<file path="src/rtl/ofdm_stream_pkg.sv">
// Shared constants and width helpers for the OFDM bit-stream P2S/S2P stages.
package ofdm_stream_pkg;
    localparam int DEF_WIDTH = 2;
    localparam int DEF_DEPTH = 256;

    typedef enum logic {
        P2S_IDLE  = 1'b0,
        P2S_SHIFT = 1'b1
    } p2s_state_e;

    function automatic int clog2(input int v);
        int r;
        r = 0;
        for (int i = 0; i < 31; i++) begin
            if ((1 << i) < v) r = i + 1;
        end
        return r;
    endfunction

    // Occupancy counters must be able to hold the value DEPTH itself.
    function automatic int occ_w(input int depth);
        return clog2(depth) + 1;
    endfunction
endpackage

</file>
<file path="src/rtl/p2s_sync_fifo.sv">
// Synchronous WIDTH x DEPTH FIFO; head word visible on rdata whenever !empty.
// full/count/avail are registered; empty is derived from the registered count.
module p2s_sync_fifo
    import ofdm_stream_pkg::*;
#(
    parameter int WIDTH = DEF_WIDTH,
    parameter int DEPTH = DEF_DEPTH,
    parameter int AW    = occ_w(DEPTH)
) (
    input  logic             clk,
    input  logic             rst_n,
    input  logic             push,
    input  logic [WIDTH-1:0] wdata,
    input  logic             pop,
    output logic [WIDTH-1:0] rdata,
    output logic             empty,
    output logic             full,
    output logic [AW-1:0]    count,
    output logic [AW-1:0]    avail
);
    localparam int PW = clog2(DEPTH);

    logic [WIDTH-1:0] mem [DEPTH];
    logic [PW-1:0]    wr_ptr_q, wr_ptr_d;
    logic [PW-1:0]    rd_ptr_q, rd_ptr_d;
    logic [AW-1:0]    count_q, count_d;
    logic [AW-1:0]    avail_q, avail_d;
    logic             full_q, full_d;

    always_comb begin
        wr_ptr_d = wr_ptr_q;
        rd_ptr_d = rd_ptr_q;
        if (push) wr_ptr_d = wr_ptr_q + PW'(1);
        if (pop)  rd_ptr_d = rd_ptr_q + PW'(1);
        count_d = count_q + AW'(push) - AW'(pop);
        avail_d = AW'(DEPTH) - count_d;
        full_d  = (count_d == AW'(DEPTH));
    end

    always_ff @(posedge clk) begin
        if (push) mem[wr_ptr_q] <= wdata;
    end

    always_ff @(posedge clk or negedge rst_n) begin
        if (!rst_n) begin
            wr_ptr_q <= '0;
            rd_ptr_q <= '0;
            count_q  <= '0;
            avail_q  <= AW'(DEPTH);
            full_q   <= 1'b0;
        end else begin
            wr_ptr_q <= wr_ptr_d;
            rd_ptr_q <= rd_ptr_d;
            count_q  <= count_d;
            avail_q  <= avail_d;
            full_q   <= full_d;
        end
    end

    assign rdata = mem[rd_ptr_q];
    assign empty = (count_q == '0);
    assign full  = full_q;
    assign count = count_q;
    assign avail = avail_q;
endmodule

</file>
<file path="src/rtl/encoder_out_p2s.sv">
// Parallel-to-serial TX stage: FIFO-buffered words shifted out one bit per handshake.
// Bit order is LSB first by default; define P2S_MSB_FIRST_EN for MSB first.
module encoder_out_p2s
    import ofdm_stream_pkg::*;
#(
    parameter int WIDTH = DEF_WIDTH,
    parameter int DEPTH = DEF_DEPTH,
    localparam int AW   = occ_w(DEPTH)
) (
    input  logic             clk,
    input  logic             rst_n,
    input  logic [WIDTH-1:0] din_Par,
    input  logic             din_vld,
    output logic             dout_rdy,
    output logic             dout_Ser,
    output logic             dout_vld,
    input  logic             din_rdy,
    output logic [AW-1:0]    occupancy,
    output logic [AW-1:0]    availability
);
    localparam int            BW   = clog2(WIDTH);
    localparam logic [BW-1:0] LAST = BW'(WIDTH - 1);

    logic             push, pop, fifo_empty, fifo_full;
    logic [WIDTH-1:0] fifo_rdata;

    p2s_state_e       st_q, st_d;
    logic [WIDTH-1:0] sreg_q, sreg_d;
    logic [BW-1:0]    bcnt_q, bcnt_d;
    logic             dout_ser_q, dout_ser_d;
    logic             dout_vld_q, dout_vld_d;
    logic [BW-1:0]    idx;

    // Ready is the registered !full, so a pop in the full cycle cannot admit a push.
    assign push = din_vld && !fifo_full;

    p2s_sync_fifo #(.WIDTH(WIDTH), .DEPTH(DEPTH), .AW(AW)) u_fifo (
        .clk   (clk),
        .rst_n (rst_n),
        .push  (push),
        .wdata (din_Par),
        .pop   (pop),
        .rdata (fifo_rdata),
        .empty (fifo_empty),
        .full  (fifo_full),
        .count (occupancy),
        .avail (availability)
    );

    always_comb begin
        st_d   = st_q;
        sreg_d = sreg_q;
        bcnt_d = bcnt_q;
        pop    = 1'b0;
        case (st_q)
            P2S_IDLE: begin
                if (!fifo_empty) begin
                    pop    = 1'b1;
                    sreg_d = fifo_rdata;
                    bcnt_d = '0;
                    st_d   = P2S_SHIFT;
                end
            end
            default: begin
                if (din_rdy) begin
                    if (bcnt_q != LAST) begin
                        bcnt_d = bcnt_q + BW'(1);
                    end else if (!fifo_empty) begin
                        // Reload on the last bit so the stream has no bubble.
                        pop    = 1'b1;
                        sreg_d = fifo_rdata;
                        bcnt_d = '0;
                    end else begin
                        st_d = P2S_IDLE;
                    end
                end
            end
        endcase
`ifdef P2S_MSB_FIRST_EN
        idx = LAST - bcnt_d;
`else
        idx = bcnt_d;
`endif
        dout_vld_d = (st_d == P2S_SHIFT);
        dout_ser_d = dout_vld_d ? sreg_d[idx] : 1'b0;
    end

    always_ff @(posedge clk or negedge rst_n) begin
        if (!rst_n) begin
            st_q       <= P2S_IDLE;
            sreg_q     <= '0;
            bcnt_q     <= '0;
            dout_ser_q <= 1'b0;
            dout_vld_q <= 1'b0;
        end else begin
            st_q       <= st_d;
            sreg_q     <= sreg_d;
            bcnt_q     <= bcnt_d;
            dout_ser_q <= dout_ser_d;
            dout_vld_q <= dout_vld_d;
        end
    end

    assign dout_rdy = !fifo_full;
    assign dout_Ser = dout_ser_q;
    assign dout_vld = dout_vld_q;
endmodule

</file>
<file path="config.mk">
export PLATFORM = sky130hd
export DESIGN_NAME = encoder_out_p2s
export DESIGN_NICKNAME = d
export VERILOG_FILES = /design/src/rtl/ofdm_stream_pkg.sv /design/src/rtl/p2s_sync_fifo.sv /design/src/rtl/encoder_out_p2s.sv
export SDC_FILE = /design/constraint.sdc
export NUM_CORES = 1
export LEC_CHECK = 0
export BUFFER_PORTS_ARGS = -buffer_cell sky130_fd_sc_hd__buf_2
export CAP_MARGIN = 15
export CORE_MARGIN = 4
export CORE_UTILIZATION = 25
export CTS_BUF_LIST = sky130_fd_sc_hd__clkbuf_2 sky130_fd_sc_hd__clkbuf_4 sky130_fd_sc_hd__clkbuf_8
export CTS_CLUSTER_DIAMETER = 120
export CTS_CLUSTER_SIZE = 12
export DETAILED_ROUTE_END_ITERATION = 8
export PLACE_DENSITY_LB_ADDON = 0.3
export SKIP_LAST_GASP = 1
export SYNTH_ARGS = -nofsm -noshare
export SYNTH_HDL_FRONTEND = slang
export SYNTH_SLANG_ARGS = --single-unit
</file>
<file path="constraint.sdc">
create_clock -name clk -period 7.4 [get_ports clk]
set_input_delay 1.85 -clock clk [delete_from_list [all_inputs] [get_ports clk]]
set_output_delay 1.85 -clock clk [all_outputs]
set_load 0.01 [all_outputs]
</file>
==> flow_summary.toml <==
[run_status]
status = "completed"

[placement]
routabilityCongestion = 0.7814
preCtsSetupSlack_ps = 2268
numPortBuffers = 26
dp_hpwl_mm = 33.06

[setup_path]
cp_num_buf_inv = 3
crit_cells = 15
cp_max_fo = 14
worstPathArrival_ps = 5040
cp_slowest_cell = "fa_1"
cp_top_family = "adder cells"
critical_path_class = "in2reg"
critPathLaunchType = "input pin"
r2r_cells = 9
slowest_delay_ps = 440
required_ps = 7980
cp-end-kind = "flop"
crit_chain = "buf_2 -> nand2_1 -> a21oi_1 -> buf_4 -> ha_1 -> inv_1 -> ha_1 -> fa_1 -> a21oi_1 -> o21bai_1 -> xor2_1 -> or2_2 -> nor4_1 -> nor3b_1 -> ha_1"
crit_top_cell = "ha_1"

[clock_tree]
clkSinkCount = 551
root_buffer = "clkbuf_8"
clk_pin_slew_ps = 90
htreeDepth = 2
cts_hold_buffers = 0
clockBufferDepth = 3
cts_tree = "built"
cts_resized = 0
post_cts_buffers = 0
numCtsBuffers = 51
clk_latency_ps = 660

[detailed_routing]
route.detailed.drc = 0
wl_per_cell_microns = 21.76
drtIter0Drc = 1217
viasPerCell = 4.615
drt-pass1-iter-count = 5
wl_mm = 56.24
vias = 11930
ant_nets = 0

[synthesis]
synthAdderAreaFrac_pct = 1.121
yosysTopAreaCell = "edfxtp_1"
synth_top_family_by_area = "multiplexers"
syn_inst = 1369
yosysSeqAreaShare_pct = 71.12
synthXorXnorAreaFrac_pct = 1.067
synth_area_leaders = "edfxtp_1 67%, mux4_2 13%, nor2_1 4.6%"
synth_most_common_cell = "edfxtp_1"
synth_top_area_share_pct = 66.87
async_flop_share_pct = 7.078
yosys.area_share.simple_pct = 7.504
synth-edff-count = 512
synth_fp_nets = 1395
yosysWarnings = 0
yosys-top-cells-count = "512 x edfxtp_1, 282 x nor2_1, 131 x mux4_2, 53 x clkbuf_1, 51 x nand2_1"
synth-main-ff-cell = "edfxtp_1"
synth-compound-area-share_pct = 1.877
netlist_area_sq_um = 22990
synth_mux_area_share_pct = 14.91
yosys_register_bits = 551
ys_types = 55
syn_avg_cell_area_sq_um = 16.80

[timing]
slew_violations = 0
worst_pin_slew_ps = 1440
setup_violations = 0
period_minus_slack_ps = 4459
slew_headroom_pct = 4.003
fmax_ghz = 0.2243
min_period_over_period_pct = 60.25
rsz0062_at_grt = "false"
fin_tns_setup_ps = 0
skew_ps = 16.00
finalHoldViolations = 0
whs_ps = 582.9
finalWorstSetupSlack_ps = 2941

[finish]
fin_util_pct = 27.98
fillerInstances = 9001
multiInputGateArea_sq_um = 6116
area_growth_pct = 10.20
drive_gt1_share_pct = 20.03
layout.nets = 1402
regArea_sq_um = 16360

[grt]
overflow = 0
grt_max_degree = 257
antenna_found_initial = 2
grt_pass1_vias = 12340
grt_use_total_pct = 11.37
grt_pass1_wl_mm = 83.43

[flow_run]
drv_cap = 0

[floorplan]
rows = 110
io_pins = 27
coreArea_sq_um = 90560
die_h_microns = 311.3
die_area_sq_um = 96890
start_util_pct = 25.39
die_w_microns = 311.3

[worst_hold_path]
hold_class = "reg2reg"
holdPathStages = 1

[power]
vdd_ir_drop_max_mv = 0.2287
power.density_nw_per_um2 = 331.2
p_leak_nw = 7.748
## kinds of logic after synthesis
logic type      after synthesis
fa+ha+maj                    20
buf+inv                     115
simple gates                412
xor+xnor                     28
compound gates               65
mux                         178
flops                       551
## worst register-to-register path, cell delays in order (launching register included)
cell	delay, ps
dfrtp_4	900
buf_12	510
mux4_2	740
mux4_2	530
nand2b_1	180
o31ai_1	120
o21ai_0	150
a32oi_1	520
a211oi_1	110
or3_1	390
## sequential cells by signal, summed over array words and instances (netlist names)
signal,cells
dout_Ser,1
bcnt_q,1
u_fifo.mem,512
u_fifo.rd_ptr_q,8
sreg_q,2
dout_vld,1
u_fifo.avail,8
u_fifo.wr_ptr_q,8
u_fifo.full,1
u_fifo.count,9
## path summary, 6_finish.rpt
kind | slack [ps] | start | to
max | 2940 | din_rdy | u_fifo.avail[8]
min | 580 | u_fifo.rd_ptr_q[6] | u_fifo.rd_ptr_q[6]
max reg2reg | 3130 | u_fifo.rd_ptr_q[0] | dout_Ser
min reg2reg | 580 | u_fifo.rd_ptr_q[6] | u_fifo.rd_ptr_q[6]
max in group asynchronous | 5400 | rst_n | u_fifo.rd_ptr_q[1]
min in group asynchronous | 1330 | rst_n | u_fifo.count[6]
## metal layers
layer	part of all wire [%]	vias up	global-route usage, %
met5	0	-	0
li1	-	5234	-
met3	4.4	71	1.781
met2	49	305	18.91
met1	45	6319	15.70
met4	1.9	0	2.659
## per-stage QoR
stage	instance area, sq um	std cells	total power (W)
2_1_floorplan	22990	1369	0.005780
3_3_place_gp	24370	2499	0.006665
3_5_place_dp	24370	2499	0.006673
4_1_cts	25340	2584	0.008510
5_1_grt	25340	2585	0.008826
6_report	25340	2585	0.008392
## report_power, final
part	switching, W	leakage, nW	total, W	internal [W]
sequential	0.000178	5.07	0.00372	0.00354
clock	0.00102	0.521	0.00182	0.000806
combinational	0.00166	2.16	0.00285	0.00119
total	0.00286	7.75	0.00839	0.00553
## cell usage in the layout, fill, tap and decap left out, drive strengths merged, types with 4 or more instances in the layout
cell    netlist  final
a211oi        4      4
a22oi         4      4
o21bai        4      4
nand4        11     11
o21ai        10     10
nor3          5      5
buf          37     48
nand3        26     26
mux4        131    131
xor2         12     12
inv          21     22
nand2b        9      9
a21oi        14     14
clkbuf       57     83
nor2b        12     12
nor4b         4      4
o211ai        4      4
xnor2        16     16
dfrtp        38     38
nor4          4      4
edfxtp      512    512
nor2        282    282
ha           19     19
mux2          6      6
nand2        51     51
mux2i        41     41
o22ai        11     11
## area by class of cell
type,instances,share of cell area [%]
timing repair buffer,48,1.363
tap,1176,5.807
inverter,21,0.3111
antenna,1,0.009876
clock buffer,83,3.743
multi-input combinational,703,24.14
clock inverter,2,0.06419
sequential,551,64.57
(Power assumes the default switching activity.)
